### src/rtl/sram_out_pkg.sv
// Shared types and sizes for the SRAM read-back streamer.
// Build option: SRAM_OUT_PARTIAL_EN emits a short final group instead of truncating to whole groups.
package sram_out_pkg;

  localparam int unsigned ADDR_W  = 12;
  localparam int unsigned DATA_W  = 8;
  localparam int unsigned LANES   = 4;
  localparam int unsigned MAX_LEN = 4096;
  localparam int unsigned LEN_W   = 13;
  localparam int unsigned LANE_W  = 2;

`ifdef SRAM_OUT_PARTIAL_EN
  localparam bit PARTIAL_EN = 1'b1;
`else
  localparam bit PARTIAL_EN = 1'b0;
`endif

  typedef enum logic [1:0] {
    IDLE  = 2'd0,
    READ  = 2'd1,
    DRAIN = 2'd2,
    DONE  = 2'd3
  } state_t;

  // Clamp to the SRAM size; without partial groups drop the remainder.
  function automatic logic [LEN_W-1:0] eff_len(input logic [LEN_W-1:0] len);
    logic [LEN_W-1:0] l;
    l = (len > LEN_W'(MAX_LEN)) ? LEN_W'(MAX_LEN) : len;
    if (!PARTIAL_EN) l[1:0] = 2'b00;
    return l;
  endfunction

endpackage

### src/rtl/sram_out_streamer_if.sv
// Control, SRAM read port and four output lanes of the streamer.
interface sram_out_streamer_if;
  import sram_out_pkg::*;

  logic              i_start;
  logic [ADDR_W-1:0] i_base_addr;
  logic [LEN_W-1:0]  i_length;
  logic              o_busy;
  logic              o_done;
  logic              o_sram_cen;
  logic              o_sram_wen;
  logic [ADDR_W-1:0] o_sram_addr;
  logic [DATA_W-1:0] i_sram_q;
  logic [DATA_W-1:0] o_out_data1, o_out_data2, o_out_data3, o_out_data4;
  logic [ADDR_W-1:0] o_out_addr1, o_out_addr2, o_out_addr3, o_out_addr4;
  logic              o_out_valid1, o_out_valid2, o_out_valid3, o_out_valid4;

  modport master (
    input  i_start, i_base_addr, i_length, i_sram_q,
    output o_busy, o_done, o_sram_cen, o_sram_wen, o_sram_addr,
           o_out_data1, o_out_data2, o_out_data3, o_out_data4,
           o_out_addr1, o_out_addr2, o_out_addr3, o_out_addr4,
           o_out_valid1, o_out_valid2, o_out_valid3, o_out_valid4
  );

  modport slave (
    output i_start, i_base_addr, i_length, i_sram_q,
    input  o_busy, o_done, o_sram_cen, o_sram_wen, o_sram_addr,
           o_out_data1, o_out_data2, o_out_data3, o_out_data4,
           o_out_addr1, o_out_addr2, o_out_addr3, o_out_addr4,
           o_out_valid1, o_out_valid2, o_out_valid3, o_out_valid4
  );
endinterface

### src/rtl/sram_lane_packer.sv
// Collects returned SRAM bytes into four lanes and emits each group as a one-cycle registered valid.
module sram_lane_packer
  import sram_out_pkg::*;
(
  input  logic                          i_clk,
  input  logic                          i_rst,
  input  logic                          i_clear,
  input  logic                          i_rd_en,
  input  logic                          i_rd_last,
  input  logic [ADDR_W-1:0]             i_rd_addr,
  input  logic [DATA_W-1:0]             i_q,
  output logic [LANES-1:0][DATA_W-1:0]  o_data,
  output logic [LANES-1:0][ADDR_W-1:0]  o_addr,
  output logic [LANES-1:0]              o_valid
);

  logic                         en_q;
  logic                         last_q;
  logic [ADDR_W-1:0]            addr_q;
  logic [LANE_W-1:0]            idx_q;
  logic [LANES-1:0][DATA_W-1:0] data_r;
  logic [LANES-1:0][ADDR_W-1:0] laddr_r;
  logic                         emit_c;

  // en_q/last_q/addr_q line up with i_q, which returns one cycle after the read.
  assign emit_c = en_q && ((idx_q == LANE_W'(LANES - 1)) || (PARTIAL_EN && last_q));

  always_ff @(posedge i_clk) begin
    if (i_rst) begin
      en_q    <= 1'b0;
      last_q  <= 1'b0;
      addr_q  <= '0;
      idx_q   <= '0;
      data_r  <= '0;
      laddr_r <= '0;
      o_data  <= '0;
      o_addr  <= '0;
      o_valid <= '0;
    end else begin
      en_q   <= i_rd_en;
      last_q <= i_rd_last;
      addr_q <= i_rd_addr;
      if (i_clear) idx_q <= '0;
      else if (en_q) idx_q <= idx_q + LANE_W'(1);
      if (en_q) begin
        data_r[idx_q]  <= i_q;
        laddr_r[idx_q] <= addr_q;
      end
      o_data  <= '0;
      o_addr  <= '0;
      o_valid <= '0;
      // The byte arriving now completes the group, so it bypasses its lane register.
      if (emit_c) begin
        for (int i = 0; i < int'(LANES); i++) begin
          if (i <= int'(idx_q)) begin
            o_valid[i] <= 1'b1;
            if (i == int'(idx_q)) begin
              o_data[i] <= i_q;
              o_addr[i] <= addr_q;
            end else begin
              o_data[i] <= data_r[i];
              o_addr[i] <= laddr_r[i];
            end
          end
        end
      end
    end
  end

endmodule

### src/rtl/sram_out_streamer.sv
// Streams a contiguous SRAM region out on four parallel lanes, one read per cycle.
// Build option: SRAM_OUT_PARTIAL_EN (see sram_out_pkg).
module sram_out_streamer
  import sram_out_pkg::*;
(
  input  logic                 i_clk,
  input  logic                 i_rst,
  sram_out_streamer_if.master  bus
);

  state_t            state_q, state_d;
  logic [ADDR_W-1:0] addr_q, addr_d;
  logic [LEN_W-1:0]  rem_q, rem_d;
  logic              drain_q, drain_d;
  logic              cen_q, cen_d;
  logic              last_q, last_d;
  logic              busy_q, done_q;
  logic              clear_c;
  logic [LEN_W-1:0]  len_c;

  logic [LANES-1:0][DATA_W-1:0] lane_data;
  logic [LANES-1:0][ADDR_W-1:0] lane_addr;
  logic [LANES-1:0]             lane_valid;

  // Next state plus the read port values for the coming cycle.
  always_comb begin
    state_d = state_q;
    addr_d  = addr_q;
    rem_d   = rem_q;
    drain_d = drain_q;
    cen_d   = 1'b1;
    last_d  = 1'b0;
    clear_c = 1'b0;
    len_c   = eff_len(bus.i_length);
    case (state_q)
      IDLE: begin
        if (bus.i_start) begin
          clear_c = 1'b1;
          if (len_c == '0) begin
            state_d = DONE;
          end else begin
            state_d = READ;
            cen_d   = 1'b0;
            addr_d  = bus.i_base_addr;
            rem_d   = len_c - LEN_W'(1);
            last_d  = (len_c == LEN_W'(1));
          end
        end
      end
      READ: begin
        if (rem_q == '0) begin
          state_d = DRAIN;
          drain_d = 1'b0;
        end else begin
          cen_d  = 1'b0;
          addr_d = addr_q + ADDR_W'(1);
          rem_d  = rem_q - LEN_W'(1);
          last_d = (rem_q == LEN_W'(1));
        end
      end
      // Two cycles: one for the SRAM return, one for the packer's output register.
      DRAIN: begin
        if (drain_q) state_d = DONE;
        else drain_d = 1'b1;
      end
      DONE:    state_d = IDLE;
      default: state_d = IDLE;
    endcase
  end

  always_ff @(posedge i_clk) begin
    if (i_rst) begin
      state_q <= IDLE;
      addr_q  <= '0;
      rem_q   <= '0;
      drain_q <= 1'b0;
      cen_q   <= 1'b1;
      last_q  <= 1'b0;
      busy_q  <= 1'b0;
      done_q  <= 1'b0;
    end else begin
      state_q <= state_d;
      addr_q  <= addr_d;
      rem_q   <= rem_d;
      drain_q <= drain_d;
      cen_q   <= cen_d;
      last_q  <= last_d;
      busy_q  <= (state_d == READ) || (state_d == DRAIN);
      done_q  <= (state_d == DONE);
    end
  end

  sram_lane_packer u_packer (
    .i_clk     (i_clk),
    .i_rst     (i_rst),
    .i_clear   (clear_c),
    .i_rd_en   (~cen_q),
    .i_rd_last (last_q),
    .i_rd_addr (addr_q),
    .i_q       (bus.i_sram_q),
    .o_data    (lane_data),
    .o_addr    (lane_addr),
    .o_valid   (lane_valid)
  );

  assign bus.o_busy       = busy_q;
  assign bus.o_done       = done_q;
  assign bus.o_sram_cen   = cen_q;
  assign bus.o_sram_wen   = 1'b1;
  assign bus.o_sram_addr  = addr_q;
  assign bus.o_out_data1  = lane_data[0];
  assign bus.o_out_data2  = lane_data[1];
  assign bus.o_out_data3  = lane_data[2];
  assign bus.o_out_data4  = lane_data[3];
  assign bus.o_out_addr1  = lane_addr[0];
  assign bus.o_out_addr2  = lane_addr[1];
  assign bus.o_out_addr3  = lane_addr[2];
  assign bus.o_out_addr4  = lane_addr[3];
  assign bus.o_out_valid1 = lane_valid[0];
  assign bus.o_out_valid2 = lane_valid[1];
  assign bus.o_out_valid3 = lane_valid[2];
  assign bus.o_out_valid4 = lane_valid[3];

endmodule

### src/flat_wrapper.sv
// flat-port wrapper written by rule: the top's interface ports become plain ports
module sram_out_streamer_flat import sram_out_pkg::*;
  (i_clk, i_rst, bus_i_start, bus_i_base_addr, bus_i_length, bus_i_sram_q, bus_o_busy, bus_o_done, bus_o_sram_cen, bus_o_sram_wen, bus_o_sram_addr, bus_o_out_data1, bus_o_out_data2, bus_o_out_data3, bus_o_out_data4, bus_o_out_addr1, bus_o_out_addr2, bus_o_out_addr3, bus_o_out_addr4, bus_o_out_valid1, bus_o_out_valid2, bus_o_out_valid3, bus_o_out_valid4);
  sram_out_streamer_if bus_i ();
  input  logic i_clk;
  input  logic i_rst;
  input wire logic [$bits(bus_i.i_start)-1:0] bus_i_start;
  input wire logic [$bits(bus_i.i_base_addr)-1:0] bus_i_base_addr;
  input wire logic [$bits(bus_i.i_length)-1:0] bus_i_length;
  input wire logic [$bits(bus_i.i_sram_q)-1:0] bus_i_sram_q;
  output wire logic [$bits(bus_i.o_busy)-1:0] bus_o_busy;
  output wire logic [$bits(bus_i.o_done)-1:0] bus_o_done;
  output wire logic [$bits(bus_i.o_sram_cen)-1:0] bus_o_sram_cen;
  output wire logic [$bits(bus_i.o_sram_wen)-1:0] bus_o_sram_wen;
  output wire logic [$bits(bus_i.o_sram_addr)-1:0] bus_o_sram_addr;
  output wire logic [$bits(bus_i.o_out_data1)-1:0] bus_o_out_data1;
  output wire logic [$bits(bus_i.o_out_data2)-1:0] bus_o_out_data2;
  output wire logic [$bits(bus_i.o_out_data3)-1:0] bus_o_out_data3;
  output wire logic [$bits(bus_i.o_out_data4)-1:0] bus_o_out_data4;
  output wire logic [$bits(bus_i.o_out_addr1)-1:0] bus_o_out_addr1;
  output wire logic [$bits(bus_i.o_out_addr2)-1:0] bus_o_out_addr2;
  output wire logic [$bits(bus_i.o_out_addr3)-1:0] bus_o_out_addr3;
  output wire logic [$bits(bus_i.o_out_addr4)-1:0] bus_o_out_addr4;
  output wire logic [$bits(bus_i.o_out_valid1)-1:0] bus_o_out_valid1;
  output wire logic [$bits(bus_i.o_out_valid2)-1:0] bus_o_out_valid2;
  output wire logic [$bits(bus_i.o_out_valid3)-1:0] bus_o_out_valid3;
  output wire logic [$bits(bus_i.o_out_valid4)-1:0] bus_o_out_valid4;
  assign bus_i.i_start = bus_i_start;
  assign bus_i.i_base_addr = bus_i_base_addr;
  assign bus_i.i_length = bus_i_length;
  assign bus_i.i_sram_q = bus_i_sram_q;
  assign bus_o_busy = bus_i.o_busy;
  assign bus_o_done = bus_i.o_done;
  assign bus_o_sram_cen = bus_i.o_sram_cen;
  assign bus_o_sram_wen = bus_i.o_sram_wen;
  assign bus_o_sram_addr = bus_i.o_sram_addr;
  assign bus_o_out_data1 = bus_i.o_out_data1;
  assign bus_o_out_data2 = bus_i.o_out_data2;
  assign bus_o_out_data3 = bus_i.o_out_data3;
  assign bus_o_out_data4 = bus_i.o_out_data4;
  assign bus_o_out_addr1 = bus_i.o_out_addr1;
  assign bus_o_out_addr2 = bus_i.o_out_addr2;
  assign bus_o_out_addr3 = bus_i.o_out_addr3;
  assign bus_o_out_addr4 = bus_i.o_out_addr4;
  assign bus_o_out_valid1 = bus_i.o_out_valid1;
  assign bus_o_out_valid2 = bus_i.o_out_valid2;
  assign bus_o_out_valid3 = bus_i.o_out_valid3;
  assign bus_o_out_valid4 = bus_i.o_out_valid4;
  sram_out_streamer u_core (.i_clk(i_clk), .i_rst(i_rst), .bus(bus_i));
endmodule
### config.mk
export PLATFORM = sky130hd
export DESIGN_NAME = sram_out_streamer_flat
export DESIGN_NICKNAME = d
export VERILOG_FILES = /design/src/rtl/sram_out_pkg.sv /design/src/rtl/sram_out_streamer_if.sv /design/src/rtl/sram_lane_packer.sv /design/src/rtl/sram_out_streamer.sv /design/src/flat_wrapper.sv
export SDC_FILE = /design/constraint.sdc
export NUM_CORES = 1
export LEC_CHECK = 0
export ABC_AREA = 1
export ABC_CLOCK_PERIOD_IN_PS = 2600
export CAP_MARGIN = 25
export CORE_AREA = 2 2 88 174
export DETAILED_ROUTE_END_ITERATION = 7
export DIE_AREA = 0 0 90 176
export GPL_TIMING_DRIVEN = 0
export MAX_ROUTING_LAYER = met4
export PLACE_DENSITY_LB_ADDON = 0.2
export SLEW_MARGIN = 5
export SYNTH_ARGS = -nofsm -noshare
export SYNTH_HDL_FRONTEND = slang
export SYNTH_SLANG_ARGS = --single-unit
### constraint.sdc
create_clock -name i_clk -period 2.6 [get_ports i_clk]
set_input_delay 0.26 -clock i_clk [delete_from_list [all_inputs] [get_ports i_clk]]
set_output_delay 0.26 -clock i_clk [all_outputs]
set_load 0.005 [all_outputs]
# --- Yosys cells after proc, flatten, opt, wreduce, memory -nomap -nowiden ---
# Index checks and enable logic that the tools add are counted.
op_classes:
  n_mux: 40
  n_eq_ne: 14
  reduce_logical: 16
  bitwise: 5
  n_addsub: 4
  magnitude_cmp: 6
op_table:
  columns: ["cell", "count"]
  rows:
  - ["12-bit two-way mux", 8]
  - ["13-bit two-way mux", 4]
  - ["48-bit bitwise mux", 1]
  - ["8-bit two-way mux", 5]
  - ["32-bit bitwise mux", 1]
  - ["13-bit zero test", 2]
  - ["13-bit case mux with 2 select lines", 1]
  - ["13-bit by 1-bit subtractor with 13-bit output (second input constant)", 2]
  - ["12-bit demux with 2-bit select", 1]
  - ["12-bit case mux with 2 select lines", 1]
  - ["8-bit demux with 2-bit select", 1]
  - ["13-bit greater-than comparator (second input constant)", 1]
  - ["12-bit by 1-bit adder with 12-bit output (second input constant)", 1]
  - ["2-bit equality test (second input constant)", 5]
  - ["1-bit two-way mux", 10]
  - ["3-bit OR reduction", 3]
  - ["2-bit two-way mux", 4]
  - ["2-bit case mux with 4 select lines", 1]
  - ["2-bit inequality test (second input constant)", 3]
  - ["1-bit inverter", 5]
  - ["2-bit by 1-bit equality test with 1-bit output (second input constant)", 2]
  - ["2-bit equality test (first input constant)", 2]
  - ["2-bit less-or-equal comparator (first input constant)", 2]
  - ["2-bit zero test", 2]
  - ["13 further kinds", 17]
totals:
  out_inout_bits: 100
  elab_cells: 113
  ff_bits: 210
  in_bits: 36

# --- Longest topological paths before layout ---
# Gate-level depths: netlist of the first run.
logic_depth:
  word_depth: 8
  depth_mapped: 18
  ltp_nobuf: 16

# --- Cells and area by module ---
# From an unflattened synthesis of the first run, not the netlist that was laid out.
unflattened:
  hier_cells: 1180
  hier_area_um2: 8245.4
modules_own_cells:
  columns: ["module", "cells_each", "area_per_inst_um2", "n_inst", "seq_area_each_um2"]
  rows:
  - ["sram_lane_packer", 823, 5990.7, 1, 3183.1]
  - ["sram_out_streamer", 357, 2254.7, 1, 640.6]

# --- Least setup slack after synthesis of the first run ---
# OpenSTA, ideal clock, no wires.
synth_timing:
  path_type: "input port to flip-flop"
  from: "input bus_i_length[10]"
  to: "register u_core.rem_q[8]"
  stages: 17
  path_slack_ns: 0.603
  n_path_buf: 2
  arrival_ns: 1.880
  setup_time_ns: 0.117
  t_required_ns: 2.483
  cell_sequence: "nor2_2 inv_1 nor2_1 nand2_2 nand2_4 buf_2 nand2_1 ha_1 nand4_1 a21oi_1 nand2_2 nand2_2 nand2_4 nand2_8 buf_6 nor3_1 nor2_1"
synth_between:
  elab_chain_cells: 6
  elab_cells_between_ends: 9
  cone_classes: "add/sub: 1; order compare: 1; eq/ne: 1; mux: 4; reduce/logical: 2"
synth_rtl:
  columns: ["element", "line_no", "rtl"]
  rows:
  - ["start, declared", "flat_wrapper.sv:9", "input wire logic [$bits(bus_i.i_length)-1:0] bus_i_length;"]
  - ["13-bit greater-than comparator", "sram_out_pkg.sv:28", "l = (len > LEN_W'(MAX_LEN)) ? LEN_W'(MAX_LEN) : len;"]
  - ["13-bit two-way mux (*)", "sram_out_pkg.sv:28", null]
  - ["13-bit by 1-bit subtractor with 13-bit output", "sram_out_streamer.sv:45", "rem_d = len_c - LEN_W'(1);"]
  - ["13-bit two-way mux", "sram_out_streamer.sv:39", "if (len_c == '0) begin"]
  - ["13-bit two-way mux", "sram_out_streamer.sv:37", "if (bus.i_start) begin"]
  - ["13-bit case mux with 2 select lines", "sram_out_streamer.sv:35", "case (state_q)"]
  - ["end signal, assigned", "sram_out_streamer.sv:84", "rem_q <= rem_d;"]
  - ["end, declared", "sram_out_streamer.sv:13", "logic [LEN_W-1:0] rem_q, rem_d;"]
# Every way passes the cells marked *; elsewhere a longest branch is shown, timed or not. The select of a mux whose other input is x is not followed.
# A chain may end at the register's enable or synchronous reset.

# --- Worst setup path after layout of the first run ---
layout_timing:
  from: "input bus_i_length[6]"
  to: "register u_core.addr_q[11] (netlist: u_core.bus.o_sram_addr[11])"
layout_between:
  elab_chain_cells: 5
layout_rtl:
  columns: ["element", "line_no", "rtl"]
  rows:
  - ["13-bit greater-than comparator", "sram_out_pkg.sv:28", null]
  - ["13-bit two-way mux (*)", "sram_out_pkg.sv:28", null]
  - ["13-bit zero test (*)", "sram_out_streamer.sv:39", null]
  - ["2-bit inequality test (no source line) (*)", null, null]
  - ["4-bit AND reduction (no source line) (*)", null, null]
  - ["end signal, assigned", "sram_out_streamer.sv:83", "addr_q <= addr_d;"]
  - ["end, declared", "sram_out_streamer.sv:12", "logic [ADDR_W-1:0] addr_q, addr_d;"]
# Every way passes the cells marked *; elsewhere a longest branch is shown, timed or not.

==> impl_metrics.toml, run 1 <==
[grt]
grt_busiest_layer = "met2"
overflow = 0
use_met1 = 0.236
grt_pass1_wl_mm = 31.0
antenna_found_initial = 0
grt_max_degree = 24
use_met3 = 0.0376
use_met2 = 0.468
grt_pass1_vias = 6586
grtUsageTotal = 0.252

[place]
numPortBuffers = 133
numPlacedInstances = 1259
placed_cell_area_mm2 = 0.00893
pre_cts_slack_ps = -244
hpwl_mm = 14.5
place.gp.congestion = 0.890

[floorplan]
dieArea_mm2 = 0.0158
start_util = 0.510
rows = 62
core_mm2 = 0.0144
pin_count = 136
dieHeight_um = 176
fp.dieW_um = 90

[setup_path]
critPathCaptureType = "register"
crit_required_ps = 2930
worstPathMaxFanout = 10
crit_type = "in -> reg"
arrival_ps = 2730
critPathLaunchType = "input pin"

[layout]
antenna_cells = 0
drive_above_1_share = 0.0564
nNetsFinal = 1131
final_area_mm2 = 0.00958
nFillCells = 1278
ff_latch_area_mm2 = 0.00380
instances_no_fill = 1291
multi_input_area_mm2 = 0.00286
area_growth_pct = 30.1

[synthesis]
synth_seq_cells = 190
syn_nets = 979
synth_area_mm2 = 0.00736
synth_cell_types = 42
synth_warnings = 0
async_flop_share = 0
ys_seq_area_frac = 0.517
synth-edff-count = 0
synth.avg_cell_area_um2 = 7.88
synth_cells = 934
synth_ff_type = "dfxtp_1"

[detailed_routing]
first_iter_violations = 401
firstDrtPassIters = 5
drc = 0
num_vias = 6687
via_per_inst = 5.18
drt-wirelength-per-cell_um = 15.0
wl_mm = 19.4
ant_nets = 0

[cts]
cts_root_buffer = "clkbuf_16"
cts_buffers = 17
clockBufferDepth = 2
path_clk_slew_ps = 80
post_cts_buffers = 0
hold_buffers = 0
cts_tree = "built"
clk_latency_ps = 440
cts_sinks = 190
h-tree-depth = 4

[run_status]
status = "completed"

[sta]
fin_ws_ps = 206
hold_viol = 0
timing.fmax_mhz = 418
final-max-slew-violation-count = 0
fin_crit_ps = 2390
setup_viol = 0
finalCritPeriodShare = 0.921
worst_slew_pin_slew_ps = 575
slew_headroom = 0.616
finClkSkew_ps = 11.6
rsz0062_at_grt = "false"

[job]
cap_violations = 0

[pwr]
peakVddDrop_v = 0.000513
p_leak_nw = 3.98
power.density_mw_per_mm2 = 706

[worst_hold_path]
min_path_type = "in -> reg"
## cell families (layout without fill, tap and decap cells)
logic type | after synthesis | in the layout | synth area share
simple gates | 324 | 324 | 0.183
compound gates | 222 | 222 | 0.175
flops | 190 | 190 | 0.517
buf+inv | 176 | 341 | 0.0945
xor+xnor | 12 | 12 | 0.0143
fa+ha+maj | 9 | 9 | 0.0153
other cells | 1 | 1 | 0.000509
## registers in the layout (all words and copies together), names as in the netlist, 2 cells and up
signal                   flops
u_core.bus.o_sram_addr      12
u_core.rem_q                13
u_core.state_q               2
u_core.u_packer.addr_q      12
u_core.u_packer.data_r      24
u_core.u_packer.idx_q        2
u_core.u_packer.laddr_r     36
u_core.u_packer.o_addr      48
u_core.u_packer.o_data      32
u_core.u_packer.o_valid      4
## layout by cell type (no fill, tap or decap), drive strengths merged, types with 9 or more instances in the layout
| cell type | instances |
|---|---|
| clkbuf | 62 |
| dfxtp | 190 |
| xor2 | 9 |
| buf | 10 |
| nor2 | 125 |
| o22ai | 20 |
| clkdlybuf4s50 | 133 |
| nand3 | 25 |
| nand2 | 159 |
| inv | 130 |
| a211oi | 20 |
| o211ai | 21 |
| ha | 9 |
| a21oi | 69 |
| o21ai | 84 |
## cell type report
cell class / instances / share of cell area
inverters: 121 / 0.0474
repair buffers: 133 / 0.139
clock inverters: 15 / 0.0227
flip-flops and latches: 190 / 0.397
clock buffers: 17 / 0.0444
well taps: 192 / 0.0251
plain buffers: 55 / 0.0255
multi-input cells: 568 / 0.299
## layer usage
layer | vias to the layer above | share of wire
li1 | 3314 | -
met1 | 3057 | 0.36
met2 | 248 | 0.54
met3 | 68 | 0.044
met4 | 0 | 0.060
met5 | - | 0
## power breakdown
group	leakage, nW	total [mW]	switching, mW	internal (mW)
sequential	1.54	3.15	0.107	3.05
clock	0.308	2.73	1.37	1.36
combinational	2.13	0.878	0.535	0.343
total	3.98	6.76	2.01	4.75
## synthesized netlist by cell type, types with 3 or more instances
master / instances / area, um^2
dfxtp_1: 190 / 3800
nand2_1: 151 / 567
nor2_1: 121 / 454
inv_1: 118 / 443
o21ai_0: 76 / 380
a21oi_1: 65 / 325
clkbuf_1: 44 / 165
nand3_1: 23 / 115
o211ai_1: 21 / 158
a211oi_1: 20 / 150
o22ai_1: 20 / 125
ha_1: 9 / 113
xor2_1: 9 / 78.8
o21ai_1: 8 / 40.0
nor3_1: 6 / 30.0
buf_1: 5 / 18.8
nand2_2: 4 / 25.0
nor2_2: 4 / 25.0
a21oi_2: 3 / 26.3
nand2_4: 3 / 33.8
nand4_1: 3 / 18.8
o21bai_1: 3 / 22.5
xnor2_1: 3 / 26.3
## worst max-delay path: stages
cell and delay [ps]:
clkdlybuf4s50_1 490, nor2_1 160, nand2_1 70, nor2_2 90, nand2_2 70, nand2_4 90, clkbuf_4 200, nand2_1 110
ha_1 230, nand4_1 90, a21oi_1 50, nand2_2 90, nand2_2 90, a21oi_4 200, buf_4 210, o211ai_1 100
nand2_1 80, inv_1 40
## through the flow
stage	total power, mW	util	hold slack, ps	TNS, ps
global route	7.02	0.664	408	0
global placement	4.07	0.619	398	-3930
floorplan	3.76	-	400	0
detailed placement	4.08	0.619	398	-4830
finish	6.76	0.664	342	0
CTS	6.78	0.664	323	0
## repair_timing
item                                   4_1_cts  5_1_grt
gates resized for setup                      0        1
endpoints found under the hold margin        0        0
setup endpoints to repair                    0        4
## final timing paths
path / startpoint / depth (start not counted) / slack, ps / to
min reg2reg: u_core.bus.o_sram_cen / 1 / 430 / u_core.u_packer.en_q
max reg2reg: u_core.rem_q[0] / 14 / 450 / u_core.bus.o_busy
min: i_rst / 4 / 340 / u_core.bus.o_sram_addr[0]
max: bus_i_length[6] / 18 / 210 / u_core.bus.o_sram_addr[11]
Power figures use the tool's default switching activity.
==> inputs of run 2 (changes only) <==
- ABC_CLOCK_PERIOD_IN_PS: 2600 -> default
- clock period: 2.6 -> 2.5 ns (I/O delays scaled with it)
==> run 2 against run 1 <==
Clock skew decreased by 1.3 ps. Die area unchanged. Hold slack got worse by 20 ps. Via count increased by 0.18%. Critical path depth increased by 1.
==> impl_metrics.toml, run 2 (synthesis results as in run 1) <==
[run_status]
status = "completed"

[sta]
finClkSkew_ps = 10.2
setup_viol = 0
final-max-slew-violation-count = 0
fin_crit_ps = 2290
timing.fmax_mhz = 436
setup_tns_ps = 0
worst_slew_pin_slew_ps = 584
finalCritPeriodShare = 0.917
hold_viol = 0
slew_headroom = 0.610

[layout]
top_regs = "u_core.u_packer.o_addr (48), u_core.u_packer.laddr_r (36), u_core.u_packer.o_data (32)"
multi_input_area_mm2 = 0.00287
drive_above_1_share = 0.0573
nNetsFinal = 1131
mostFrequentLayoutCells = "dfxtp_1 (190), nand2_1 (151), clkdlybuf4s50_1 (132)"
largest_register_ffs = 48
antenna_cells = 0
mostFrequentLayoutCell = "dfxtp_1"
nFillCells = 1276
instances_no_fill = 1291
final_area_mm2 = 0.00959
ff_latch_area_mm2 = 0.00380
area_growth_pct = 30.3
largest-register = "u_core.u_packer.o_addr"

[place]
numPlacedInstances = 1259
hpwl_mm = 14.5
placed_cell_area_mm2 = 0.00893
place.gp.congestion = 0.890
numPortBuffers = 133

[floorplan]
dieHeight_um = 176
core_mm2 = 0.0144
pin_count = 136
dieArea_mm2 = 0.0158
start_util = 0.510
fp.dieW_um = 90
rows = 62

[pwr]
p_leak_nw = 3.99
peakVddDrop_v = 0.000537
power.density_mw_per_mm2 = 734

[job]
cap_violations = 0

[setup_path]
critPathLaunchType = "input pin"
reg2regPathDepth = 14
worstPathMaxFanout = 10
path_buf_inv = 4
path_cells = "clkdlybuf4s50_1 -> nor2_1 -> nand2_1 -> nor2_2 -> nand2_2 -> nand2_4 -> buf_6 -> nand2_1 -> ha_1 -> nand4_1 -> a21oi_1 -> nand2_2 -> nand2_2 -> nand2_4 -> nand2_8 -> buf_8 -> a21oi_1 -> o21ai_1 -> inv_1"
cpMostUsedCell = "nand2_2"
arrival_ps = 2630
crit_family = "buffers and inverters"
crit_type = "in -> reg"
crit_required_ps = 2830
slowest_stage = "clkdlybuf4s50_1"
crit_cells = 19
critPathCaptureType = "register"
crit_path_max_incr_delay_ps = 580

[grt]
antenna_found_initial = 0
overflow = 0
grtUsageTotal = 0.252
grt_pass1_vias = 6586
grt_pass1_wl_mm = 31.0
grt_max_degree = 24

[cts]
post_cts_buffers = 0
clk_latency_ps = 440
hold_buffers = 0
cts_root_buffer = "clkbuf_16"
h-tree-depth = 4
cts_sinks = 190
path_clk_slew_ps = 80
cts_buffers = 17
clockBufferDepth = 2
cts_tree = "built"

[detailed_routing]
ant_nets = 0
num_vias = 6699
drt-wirelength-per-cell_um = 15.1
drc = 0
firstDrtPassIters = 5
first_iter_violations = 433
wl_mm = 19.4
via_per_inst = 5.19

[worst_hold_path]
min_path_type = "in -> reg"
min_path_cells = 4
## run 2: worst min-delay path, stage by stage
cell      delay, ps
clkbuf_1        200
a21oi_1         150
o21ai_0          80
inv_1            50
## run 2: layout make-up
type	count	area share
flip-flops and latches	190	0.397
multi-input cells	568	0.299
repair buffers	133	0.139
inverters	121	0.0473
clock buffers	17	0.0443
plain buffers	55	0.0262
well taps	192	0.0250
clock inverters	15	0.0227
## run 2: worst paths after layout
check,slack [ps],endpoint,from
worst min-delay path,320,u_core.bus.o_sram_addr[0],i_rst
worst max register to register,350,u_core.bus.o_busy,u_core.rem_q[0]
worst max-delay path,210,u_core.bus.o_sram_addr[10],bus_i_length[5]
worst min register to register,420,u_core.u_packer.en_q,u_core.bus.o_sram_cen
## run 2: what timing repair did
item,in CTS,in global routing
resized for setup,0,6
setup endpoints to repair,0,21
endpoints found under the hold margin,0,0
## run 2: metrics by stage
stage | utilization | worst slack [ps] | hold slack, ps | power (mW)
2_1_floorplan | - | 513 | 390 | 3.91
3_3_place_gp | 0.619 | -308 | 398 | 4.23
3_5_place_dp | 0.619 | -334 | 398 | 4.25
4_1_cts | 0.664 | 105 | 313 | 7.05
5_1_grt | 0.665 | -0.628 | 398 | 7.31
6_report | 0.665 | 207 | 322 | 7.04
## run 2: metal layers
| layer | part of all wire | vias to the layer above | track usage | routed length, um |
|---|---|---|---|---|
| met5 | 0 | - | - | 0 |
| met4 | 0.059 | 0 | 0.168 | 1150 |
| met3 | 0.043 | 69 | 0.0376 | 836 |
| met2 | 0.54 | 246 | 0.468 | 10600 |
| met1 | 0.35 | 3072 | 0.236 | 6890 |
| li1 | - | 3312 | - | - |
## run 2: power by group
group          total, mW  switching, mW  internal (mW)
Combinational      0.919          0.559          0.360
Sequential          3.28          0.111           3.17
Clock               2.85           1.43           1.41
==> inputs of run 3 (changes only) <==
- GPL_TIMING_DRIVEN: 0 -> 1
- SETUP_SLACK_MARGIN: default -> 0.15
- SLEW_MARGIN: 5 -> 20
==> run 3 against run 2 <==
Critical path depth decreased by 5. Flip-flop and latch count unchanged. Critical path type is now reg -> reg. Combinational power decreased by 4.9%. Largest power group unchanged. Final area decreased by 0.89%. First-iteration DRC count decreased by 28%. Clock power decreased by 4%. Final cell count decreased by 2.5%.
==> impl_metrics.toml, run 3 (synthesis results as in run 1) <==
[setup_path]
crit_type = "reg -> reg"
slowest_stage = "dfxtp_1"
crit_family = "simple AND/OR/NAND/NOR gates"
reg2reg_slack_ps = 340
crit_required_ps = 2800
path_buf_inv = 4
critPathCaptureType = "register"
worstPathMaxFanout = 5
reg2regPathDepth = 14
crit_cells = 14
crit_path_max_incr_delay_ps = 320
arrival_ps = 2460
path_cells = "inv_1 -> ha_1 -> nand2_2 -> nor2_2 -> nand3_2 -> inv_2 -> nand3_2 -> or2_4 -> o21bai_1 -> inv_1 -> o21ai_0 -> ha_1 -> inv_1 -> nor2_1"
critPathLaunchType = "register"
cpMostUsedCell = "inv_1"

[cts]
cts_root_buffer = "clkbuf_16"
hold_buffers = 0
path_clk_slew_ps = 80
post_cts_resized = 0
clk_latency_ps = 430
post_cts_buffers = 0
cts_buffers = 17
cts_sinks = 190
h-tree-depth = 4
cts_tree = "built"
clockBufferDepth = 2

[sta]
rsz0062_at_grt = "false"
worst_slew_pin_slew_ps = 692
setup_viol = 0
slew_headroom = 0.538
fin_crit_ps = 2160
finClkSkew_ps = 16.2
timing.fmax_mhz = 464
setup_tns_ps = 0
hold_viol = 0
finalCritPeriodShare = 0.863
final-max-slew-violation-count = 0
fin_ws_ps = 343

[detailed_routing]
firstDrtPassIters = 5
ant_nets = 0
via_per_inst = 5.11
num_vias = 6430
wl_mm = 18.3
drc = 0
first_iter_violations = 311
drt-wirelength-per-cell_um = 14.5

[floorplan]
start_util = 0.510
pin_count = 136
rows = 62
core_mm2 = 0.0144
dieArea_mm2 = 0.0158
dieHeight_um = 176
fp.dieW_um = 90

[layout]
largest_register_ffs = 48
nNetsFinal = 1099
top_regs = "u_core.u_packer.o_addr (48), u_core.u_packer.laddr_r (36), u_core.u_packer.o_data (32)"
mostFrequentLayoutCell = "dfxtp_1"
nFillCells = 1269
mostFrequentLayoutCells = "dfxtp_1 (190), nand2_1 (151), clkdlybuf4s50_1 (133)"
largest-register = "u_core.u_packer.o_addr"
antenna_cells = 0
area_growth_pct = 29.2
instances_no_fill = 1259
drive_above_1_share = 0.0740

[grt]
grt_pass1_vias = 6274
antenna_found_initial = 0
grtUsageTotal = 0.243
grt_pass1_wl_mm = 29.8
grt_max_degree = 53
overflow = 0

[run_status]
status = "completed"

[place]
numPlacedInstances = 1227
hpwl_mm = 13.1
numPortBuffers = 134
pre_cts_slack_ps = 97.2
place.gp.congestion = 0.834

[job]
cap_violations = 0

[worst_hold_path]
min_path_cells = 2
min_path_type = "in -> reg"

[pwr]
p_leak_nw = 4.00
peakVddDrop_v = 0.000535
power.density_mw_per_mm2 = 726
-- run 3: metrics by stage --
stage               utilization  hold WS, ps  power, mW  instance area, um^2
floorplan                     -          390       3.91                 7360
global placement          0.615          402       4.20                 8870
detailed placement        0.615          410       4.22                 8870
CTS                       0.659          213       6.96                 9510
global route              0.659          225       7.22                 9510
finish                    0.659          234       6.90                 9510
-- run 3: path summary, 6_finish.rpt --
kind,from,endpoint
worst max register to register,u_core.rem_q[0],u_core.bus.o_busy
worst min register to register,u_core.bus.o_sram_cen,u_core.u_packer.en_q
worst max-delay path,u_core.rem_q[0],u_core.bus.o_busy
worst min-delay path,i_rst,u_core.u_packer.data_r[8]
-- run 3: area by class of cell --
type | instances | area, um^2 | share of cell area
Sequential cell | 190 | 3800 | 0.400
Clock buffer | 17 | 425 | 0.0447
Inverter | 121 | 454 | 0.0478
Multi-Input combinational cell | 568 | 2860 | 0.301
Timing Repair Buffer | 156 | 1510 | 0.159
Tap cell | 192 | 240 | 0.0253
Clock inverter | 15 | 209 | 0.0220
-- run 3: per-layer routing --
| layer | global-route usage | share of wire | up-vias |
|---|---|---|---|
| met3 | 0.0440 | 0.036 | 48 |
| met2 | 0.455 | 0.56 | 182 |
| li1 | - | - | 3240 |
| met4 | 0.130 | 0.044 | 0 |
| met1 | 0.232 | 0.36 | 2960 |
| met5 | - | 0 | - |
-- run 3: report_power, final --
part / leakage [nW] / total (mW) / internal, mW / switching (mW)
Clock: 0.303 / 2.75 / 1.39 / 1.37
Sequential: 1.54 / 3.28 / 3.17 / 0.108
Combinational: 2.15 / 0.874 / 0.351 / 0.523
